**src/rtl/prog_pkg.sv**
```systemverilog
// Shared constants and types for the serial program loader.
package prog_pkg;

  localparam int unsigned WORD_W     = 5;
  localparam int unsigned DEPTH      = 16;
  localparam int unsigned ADDR_W     = 4;
  localparam int unsigned FRAME_BITS = 6;
  localparam int unsigned CNT_W      = 3;
  localparam int unsigned WCNT_W     = 5;

  typedef enum logic {
    LOAD = 1'b0,
    RUN  = 1'b1
  } state_e;

  // Even parity holds when the XOR over the data word and its parity bit is zero.
  function automatic logic even_parity_ok(input logic [WORD_W-1:0] word, input logic pbit);
    return (^{word, pbit}) == 1'b0;
  endfunction

endpackage

```
**src/rtl/prog_loader_ser_if.sv**
```systemverilog
// Handshake/bus bundle between the program source/CPU side and the loader.
interface prog_loader_ser_if;
  import prog_pkg::*;

  logic              ser_in;
  logic              ser_valid;
  logic              run;
  logic [ADDR_W-1:0] address;
  logic [WORD_W-1:0] instruction;
  logic              master_clear;
  logic [WCNT_W-1:0] word_count;
  logic              par_err;
  logic              ovf;

  modport master (
    output ser_in, ser_valid, run, address,
    input  instruction, master_clear, word_count, par_err, ovf
  );

  modport slave (
    input  ser_in, ser_valid, run, address,
    output instruction, master_clear, word_count, par_err, ovf
  );

endinterface

```
**src/rtl/prog_mem_16x5.sv**
```systemverilog
// 16x5 program store: synchronous write, asynchronous read, synchronous clear-to-zero.
module prog_mem_16x5
  import prog_pkg::*;
(
  input  logic              clk,
  input  logic              clear,
  input  logic              we,
  input  logic [ADDR_W-1:0] waddr,
  input  logic [WORD_W-1:0] wdata,
  input  logic [ADDR_W-1:0] raddr,
  output logic [WORD_W-1:0] rdata
);

  logic [WORD_W-1:0] mem_q [DEPTH];

  always_ff @(posedge clk) begin
    if (clear) begin
      for (int unsigned i = 0; i < DEPTH; i++) begin
        mem_q[i] <= '0;
      end
    end else if (we) begin
      mem_q[waddr] <= wdata;
    end
  end

  assign rdata = mem_q[raddr];

endmodule

```
**src/rtl/prog_loader_ser.sv**
```systemverilog
// Serial program loader: deserialises parity-protected frames into program
// memory while holding the CPU in reset, then releases it on run.
module prog_loader_ser
  import prog_pkg::*;
(
  input  logic clk,
  input  logic clear,
  prog_loader_ser_if.slave bus
);

  localparam logic [CNT_W-1:0]  LAST_BIT = CNT_W'(FRAME_BITS - 1);
  localparam logic [WCNT_W-1:0] FULL_CNT = WCNT_W'(DEPTH);

  state_e            state_q, state_d;
  logic [WORD_W-1:0] shift_q, shift_d;
  logic [CNT_W-1:0]  bit_cnt_q, bit_cnt_d;
  logic [ADDR_W-1:0] wr_ptr_q, wr_ptr_d;
  logic [WCNT_W-1:0] word_count_q, word_count_d;
  logic              par_err_q, par_err_d;
  logic              ovf_q, ovf_d;
  logic              master_clear_q;

  logic              mem_we;
  logic              frame_done;
  logic              parity_ok;
  logic              mem_full;

  assign frame_done = bus.ser_valid && (bit_cnt_q == LAST_BIT);
  assign parity_ok  = even_parity_ok(shift_q, bus.ser_in);
  assign mem_full   = (word_count_q == FULL_CNT);

  always_ff @(posedge clk) begin
    if (clear) begin
      state_q        <= LOAD;
      shift_q        <= '0;
      bit_cnt_q      <= '0;
      wr_ptr_q       <= '0;
      word_count_q   <= '0;
      par_err_q      <= 1'b0;
      ovf_q          <= 1'b0;
      master_clear_q <= 1'b1;
    end else begin
      state_q        <= state_d;
      shift_q        <= shift_d;
      bit_cnt_q      <= bit_cnt_d;
      wr_ptr_q       <= wr_ptr_d;
      word_count_q   <= word_count_d;
      par_err_q      <= par_err_d;
      ovf_q          <= ovf_d;
      // Follows the state one edge late, so the CPU sees one clean release edge.
      master_clear_q <= (state_q == LOAD);
    end
  end

  always_comb begin
    state_d      = state_q;
    shift_d      = shift_q;
    bit_cnt_d    = bit_cnt_q;
    wr_ptr_d     = wr_ptr_q;
    word_count_d = word_count_q;
    par_err_d    = par_err_q;
    ovf_d        = ovf_q;
    mem_we       = 1'b0;

    unique case (state_q)
      LOAD: begin
        if (frame_done) begin
          shift_d   = '0;
          bit_cnt_d = '0;
          if (!parity_ok) begin
            par_err_d = 1'b1;
          end
          if (mem_full) begin
            ovf_d = 1'b1;
          end else if (parity_ok) begin
            mem_we       = 1'b1;
            wr_ptr_d     = wr_ptr_q + 1'b1;
            word_count_d = word_count_q + 1'b1;
          end
        end else if (bus.ser_valid) begin
          shift_d   = {shift_q[WORD_W-2:0], bus.ser_in};
          bit_cnt_d = bit_cnt_q + 1'b1;
        end
        // A frame completing on this edge is committed above before leaving.
        if (bus.run) begin
          state_d   = RUN;
          shift_d   = '0;
          bit_cnt_d = '0;
        end
      end
      RUN: begin
        state_d = RUN;
      end
      default: begin
        state_d = LOAD;
      end
    endcase
  end

  prog_mem_16x5 u_mem (
    .clk   (clk),
    .clear (clear),
    .we    (mem_we),
    .waddr (wr_ptr_q),
    .wdata (shift_q),
    .raddr (bus.address),
    .rdata (bus.instruction)
  );

  assign bus.master_clear = master_clear_q;
  assign bus.word_count   = word_count_q;
  assign bus.par_err      = par_err_q;
  assign bus.ovf          = ovf_q;

endmodule

```
**src/flat_wrapper.sv**
```systemverilog
// flat-port wrapper written by rule: the top's interface ports become plain ports
module prog_loader_ser_flat import prog_pkg::*;
  (clk, clear, bus_ser_in, bus_ser_valid, bus_run, bus_address, bus_instruction, bus_master_clear, bus_word_count, bus_par_err, bus_ovf);
  prog_loader_ser_if bus_i ();
  input  logic clk;
  input  logic clear;
  input wire logic [$bits(bus_i.ser_in)-1:0] bus_ser_in;
  input wire logic [$bits(bus_i.ser_valid)-1:0] bus_ser_valid;
  input wire logic [$bits(bus_i.run)-1:0] bus_run;
  input wire logic [$bits(bus_i.address)-1:0] bus_address;
  output wire logic [$bits(bus_i.instruction)-1:0] bus_instruction;
  output wire logic [$bits(bus_i.master_clear)-1:0] bus_master_clear;
  output wire logic [$bits(bus_i.word_count)-1:0] bus_word_count;
  output wire logic [$bits(bus_i.par_err)-1:0] bus_par_err;
  output wire logic [$bits(bus_i.ovf)-1:0] bus_ovf;
  assign bus_i.ser_in = bus_ser_in;
  assign bus_i.ser_valid = bus_ser_valid;
  assign bus_i.run = bus_run;
  assign bus_i.address = bus_address;
  assign bus_instruction = bus_i.instruction;
  assign bus_master_clear = bus_i.master_clear;
  assign bus_word_count = bus_i.word_count;
  assign bus_par_err = bus_i.par_err;
  assign bus_ovf = bus_i.ovf;
  prog_loader_ser u_core (.clk(clk), .clear(clear), .bus(bus_i));
endmodule
```
**config.mk**
```make
export PLATFORM = sky130hd
export DESIGN_NAME = prog_loader_ser_flat
export DESIGN_NICKNAME = d
export VERILOG_FILES = /design/src/rtl/prog_pkg.sv /design/src/rtl/prog_loader_ser_if.sv /design/src/rtl/prog_mem_16x5.sv /design/src/rtl/prog_loader_ser.sv /design/src/flat_wrapper.sv
export SDC_FILE = /design/constraint.sdc
export NUM_CORES = 1
export LEC_CHECK = 0
export ABC_CLOCK_PERIOD_IN_PS = 2700
export CORE_ASPECT_RATIO = 1.25
export CORE_MARGIN = 8
export CORE_UTILIZATION = 30
export CTS_CLUSTER_DIAMETER = 40
export DETAILED_ROUTE_END_ITERATION = 6
export GPL_TIMING_DRIVEN = 0
export SKIP_LAST_GASP = 1
export SYNTH_ARGS = -nofsm -noshare
export SYNTH_HDL_FRONTEND = slang
export SYNTH_SLANG_ARGS = --single-unit
```
**constraint.sdc**
```tcl
create_clock -name clk -period 2.7 [get_ports clk]
set_input_delay 0.405 -clock clk [delete_from_list [all_inputs] [get_ports clk]]
set_output_delay 0.405 -clock clk [all_outputs]
set_load 0.01 [all_outputs]
```
==> impl_metrics.yaml, run 1 <==
status:
  outcome: "completed"
worst_hold_path:
  holdPathEnd: "u_core.bus.master_clear$_SDFF_PP1_"
  hp-start: "u_core.state_q$_SDFF_PP0_"
  hold_path_depth: 1
  hp-class: "flip-flop to flip-flop"
die:
  core_area_um2: 15500
  std_cell_rows: 51
  die_w_um: 128
  die_area_um2: 20100
  initial_utilization_pct: 30.5
  die_height_um: 156
  ios: 22
timing:
  fin_tns_setup_ps: 0
  rsz0062_at_grt: "no"
  slew_viol_final: 0
  max_slew_margin_pct: 62.5
  worst_pin_slew_ps: 563
  setup_viol: 0
  final_hold_viol_count: 0
  max_freq_mhz: 391
  fin_crit_sh_pct: 94.7
  fin_skew_ps: 11.3
  period_needed_ps: 2560
route:
  drt_iter0_drc: 215
  drc: 0
  wl_mm: 11.1
  routedWlPerCell_um: 17.8
  drt_first_pass_iters: 5
  vias: 3095
  via_per_inst: 4.97
  antenna_left: 0
finish:
  final-instance-count-excl-fill: 623
  nets: 424
  mostFrequentLayoutCells: "94 x nor2_1, 80 x edfxtp_1, 25 x nand2_1"
  diodes: 0
  drive_gt1_share_pct: 13.1
  fin_util_pct: 35.2
  final_common_cell: "nor2_1"
  area_growth_pct: 15.6
worst_setup_path:
  crit_fanout: 10
  reg2reg_from: "u_core.bus.word_count[0]$_SDFFE_PP0P_"
  worstSetupEndpointType: "output port"
  r2r_setup_slack_ps: 220
  r2r-end: "u_core.u_mem.mem_q[9][1]$_SDFFCE_PN0P_"
  required_ps: 2300
  r2r_cells: 7
  crit_type: "input port to output port"
  worst_setup_path_start_kind: "input port"
  arrival_ps: 2150
power_and_ir_drop:
  power_density_nw_per_um2: 586
  p_clk_share_pct: 38.6
  p_int_mw: 2.47
  net-switching-power_mw: 0.733
  power.share.switching_pct: 22.9
  cellLeakagePower_nw: 1.76
  ir_drop_uv: 262
  seq_power_share_pct: 54.5
  combPwrFrac_pct: 6.9
grt:
  antenna_found_initial: 0
  grt_pass1_wl_mm: 17.0
  gr-total-overflow: 0
  grt_pass1_vias: 3043
  track_usage_pct: 11.5
  grt_max_degree: 19
clock_network:
  holdBufCountCts: 0
  postCtsSetupBuffers: 0
  cts_sinks: 101
  htree_levels: 3
  clkSlewWorstSetupHoldPaths_ps: 80
  ctsResizeCount: 0
  clock_latency_ps: 350
  cts_buffer_depth: 2
  root_buffer: "clkbuf_16"
  cts_tree: "yes"
  cts_buffers: 9
yosys:
  synth-edff-count: 80
  syn_nets: 394
  synth_ff_type: "edfxtp_1"
  async_flop_share_pct: 0
  synthDistinctLibCells: 39
  ys_ff_latch: 101
  syn-mean-instance-area_um2: 12.5
  ys_seq_area_share_pct: 59.7
  postSynthCellCount: 377
  ys_warn_count: 0
  syn-cell-area_um2: 4730
  synth_top_cell_by_area: "edfxtp_1"
  yosysTopAreaCellShare_pct: 50.8
  synthTopCellsByArea: "edfxtp_1 51%, mux4_2 9.5%, dfxtp_1 8.9%"
placement:
  place_congestion: 0.859
  place_inst: 608
  port_buffers: 19
  hpwl_mm: 8.13
run:
  cap_viol_max_count: 0
layout make-up:
| type | instances | area, um2 |
|---|---|---|
| multi-input cells | 244 | 1760 |
| flip-flops and latches | 101 | 2820 |
| inverters | 9 | 33.8 |
| repair buffers | 19 | 190 |
| clock buffers | 9 | 225 |
| fillers | 1506 | 10000 |
| well taps | 212 | 265 |
| clock inverters | 6 | 57.6 |
| plain buffers | 23 | 106 |
Yosys cell counts, types with 2 or more instances:
library cell	instances
o21ai_0	3
a21o_1	16
nand3_1	5
inv_1	9
o31ai_1	4
mux4_2	20
nand2_1	25
nand4_1	5
nor4_2	2
a21oi_1	10
nor2b_1	7
nand2b_1	4
ha_1	8
edfxtp_1	80
dfxtp_1	21
buf_4	2
a22oi_1	16
o21ai_1	2
nor4_4	2
buf_1	2
nor2_1	94
clkbuf_1	9
buf_2	10
or4_1	6
critical path, cell delays in order:
cell and delay (ps):
buf_2 310, mux4_2 590, a22oi_1 260, nand2_1 100
clkdlybuf4s50_1 480
power groups by stage:
stage | clock [mW] | combinational (mW) | sequential (mW)
detailed placement | 0 | 0.225 | 1.78
floorplan | 0 | 0.145 | 1.77
finish | 1.24 | 0.222 | 1.75
CTS | 1.26 | 0.225 | 1.75
global placement | 0 | 0.222 | 1.78
global route | 1.31 | 0.238 | 1.75
flip-flops by register name, indices dropped and copies added, names as in the netlist:
signal,cells
u_core.bus.par_err,1
u_core.bus.word_count,5
u_core.state_q,1
u_core.bus.ovf,1
u_core.wr_ptr_q,4
u_core.bus.master_clear,1
u_core.shift_q,5
u_core.u_mem.mem_q,80
u_core.bit_cnt_q,3
worst max path at each step:
stage | startpoint | to | slack, ps | cells past startpoint
6_report | bus_address[0] | bus_instruction[4] | 140 | 5
5_1_grt | u_core.bus.word_count[0]$_SDFFE_PP0P_ | u_core.u_mem.mem_q[8][1]$_SDFFCE_PN0P_ | 30 | 7
4_1_cts | bus_address[0] | bus_instruction[4] | 130 | 5
3_5_place_dp | bus_ser_valid | u_core.u_mem.mem_q[9][2]$_SDFFCE_PN0P_ | -50 | 6
3_3_place_gp | bus_ser_valid | u_core.u_mem.mem_q[9][2]$_SDFFCE_PN0P_ | 0.3 | 6
2_1_floorplan | u_core.bus.word_count[0]$_SDFFE_PP0P_ | u_core.u_mem.mem_q[10][0]$_SDFFCE_PN0P_ | 580 | 7
kinds of logic after synthesis:
kind of cell | Yosys count | synth area share [%]
adder cells (fa/ha/maj) | 8 | 2.12
flip-flops | 101 | 59.7
buffers and inverters | 32 | 2.97
XOR/XNOR | 5 | 2.12
AO/OA/AOI/OAI | 55 | 7.97
multiplexers | 21 | 9.74
AND/OR/NAND/NOR | 155 | 15.4
layer usage:
layer,wire [um],vias to the layer above,track usage (%)
met5,0,-,0
li1,-,1444,-
met2,5270,118,18.4
met1,4720,1507,14.1
met4,426,0,6.70
met3,658,26,2.38
stage by stage:
step	power, mW	instance area [um2]	setup WS, ps	hold WS [ps]
final	3.20	5460	143	458
after global routing	3.30	5460	34.0	484
after CTS	3.23	5460	129	460
after detailed placement	2.01	5180	-51.7	440
after global placement	2.00	5180	0.348	440
after floorplan	1.92	4730	584	410
(Power assumes the default switching activity.)
==> run 2, diff against run 1 <==
- ABC_CLOCK_PERIOD_IN_PS: 2700 -> 3100
- clock period: 2.7 -> 3.1 ns (I/O delays scaled with it)
==> results of run 2 <==
The final DEF is identical to that of run 1. Status: completed.
Main changes from that run: setup slack after placement -51.7 ps -> 288 ps; setup slack after layout 143 ps -> 423 ps; register-to-register setup slack 220 ps -> 620 ps; total power 3.20 mW -> 2.79 mW; worst IR drop on VDD 262 uV -> 229 uV
==> run 3, diff against run 2 <==
- GPL_TIMING_DRIVEN: 0 -> 1
- SKIP_LAST_GASP: 1 -> unset
==> run 3 against run 2 <==
Wire length increased by 0.97%; flip-flop and latch count unchanged; clock skew decreased by 6.3 ps; worst setup slack got worse by 320 ps.
==> impl_metrics.yaml, run 3 (synthesized netlist as in run 1, its figures left out) <==
timing:
  max_slew_margin_pct: 63.1
  setup_viol: 0
  fin_tns_setup_ps: 0
  period_needed_ps: 3000
  fin_skew_ps: 5.06
  max_freq_mhz: 333
  fin_crit_sh_pct: 96.8
  slew_viol_final: 0
  rsz0062_at_grt: "no"
  whs_ps: 451
  fin_ws_ps: 98.0
  worst_pin_slew_ps: 552
  final_hold_viol_count: 0
clock_network:
  ctsResizeCount: 0
  cts_buffers: 9
  root_buffer: "clkbuf_16"
  htree_levels: 3
  cts_buffer_depth: 2
  clkSlewWorstSetupHoldPaths_ps: 70
  holdBufCountCts: 0
  cts_tree: "yes"
  postCtsSetupBuffers: 0
  cts_sinks: 101
  clock_latency_ps: 340
route:
  drc: 0
  drt_first_pass_iters: 5
  via_per_inst: 5.00
  antenna_left: 0
  routedWlPerCell_um: 18.2
  vias: 3065
  wl_mm: 11.2
  drt_iter0_drc: 345
die:
  die_area_um2: 20100
  std_cell_rows: 51
  die_w_um: 128
  ios: 22
  core_area_um2: 15500
  initial_utilization_pct: 30.5
  die_height_um: 156
finish:
  regMostFlops: "u_core.u_mem.mem_q"
  area_growth_pct: 15.8
  drive_gt1_share_pct: 13.0
  mostFrequentLayoutCells: "94 x nor2_1, 80 x edfxtp_1, 25 x nand2_1"
  nFillCells: 1520
  diodes: 0
  largest_reg_flops: 80
  final_common_cell: "nor2_1"
  nets: 413
grt:
  antenna_found_initial: 0
  grt_pass1_wl_mm: 17.2
  grt_pass1_vias: 3105
  gr-total-overflow: 0
  track_usage_pct: 11.6
  grt_max_degree: 21
power_and_ir_drop:
  cellLeakagePower_nw: 1.75
  p_total_mw: 2.78
  ir_drop_uv: 293
  power_density_nw_per_um2: 508
worst_setup_path:
  worst_path_max_delay_cell: "mux4_2"
  worstSetupEndpointType: "output port"
  cpMostUsedCell: "clkdlybuf4s50_1"
  crit_fanout: 20
  cp_cell_sequence: "clkdlybuf4s50_1 > buf_12 > mux4_2 > a22oi_1 > nand2_1 > clkdlybuf4s50_1"
  crit_type: "input port to output port"
  worst_path_largest_cell_delay_ps: 520
  arrival_ps: 2540
  path_delay_family: "buffers and inverters"
  cp_num_buf_inv: 3
  worst_setup_path_start_kind: "input port"
  required_ps: 2630
placement:
  port_buffers: 21
  dp_slack_ps: 89.1
  hpwl_mm: 8.29
  place_congestion: 0.830
status:
  outcome: "completed"
worst_hold_path:
  hp-class: "flip-flop to flip-flop"
run:
  cap_viol_max_count: 0
-- run 3: through the flow --
| stage | cell area (um2) | std cells | utilization, % |
|---|---|---|---|
| after global placement | 5190 | 597 | 33.5 |
| final | 5470 | 613 | 35.3 |
| after global routing | 5470 | 613 | 35.3 |
| after detailed placement | 5190 | 597 | 33.5 |
| after CTS | 5470 | 613 | 35.3 |
| after floorplan | 4730 | 377 | - |
-- run 3: layer usage --
metal / wire, um / up-vias / GRT usage, %
met4: 232 / 0 / 4.14
met1: 4550 / 1520 / 14.0
met2: 5630 / 109 / 19.5
met5: 0 / - / 0
met3: 777 / 12 / 2.83
li1: - / 1424 / -
-- run 3: layout make-up --
cell class / count / area, um2 / share of cell area, %
timing repair buffer: 31 / 310 / 5.67
sequential: 101 / 2820 / 51.6
inverter: 9 / 33.8 / 0.617
clock buffer: 10 / 229 / 4.18
clock inverter: 6 / 48.8 / 0.892
multi-input combinational: 244 / 1760 / 32.2
tap: 212 / 265 / 4.85
-- run 3: final timing paths --
kind	from	end	slack [ps]	cells after the start
min	u_core.state_q$_SDFF_PP0_	u_core.bus.master_clear$_SDFF_PP1_	450	1
min reg2reg	u_core.state_q$_SDFF_PP0_	u_core.bus.master_clear$_SDFF_PP1_	450	1
max	bus_address[0]	bus_instruction[2]	100	6
max reg2reg	u_core.shift_q[3]$_SDFFE_PP0P_	u_core.u_mem.mem_q[1][0]$_SDFFCE_PN0P_	640	4
-- run 3: power breakdown --
| group | total [mW] | internal (mW) | leakage, nW | switching, mW |
|---|---|---|---|---|
| clock | 1.05 | 0.550 | 0.125 | 0.504 |
| combinational | 0.191 | 0.0946 | 0.678 | 0.0964 |
| sequential | 1.53 | 1.51 | 0.947 | 0.0258 |
| total | 2.78 | 2.15 | 1.75 | 0.627 |
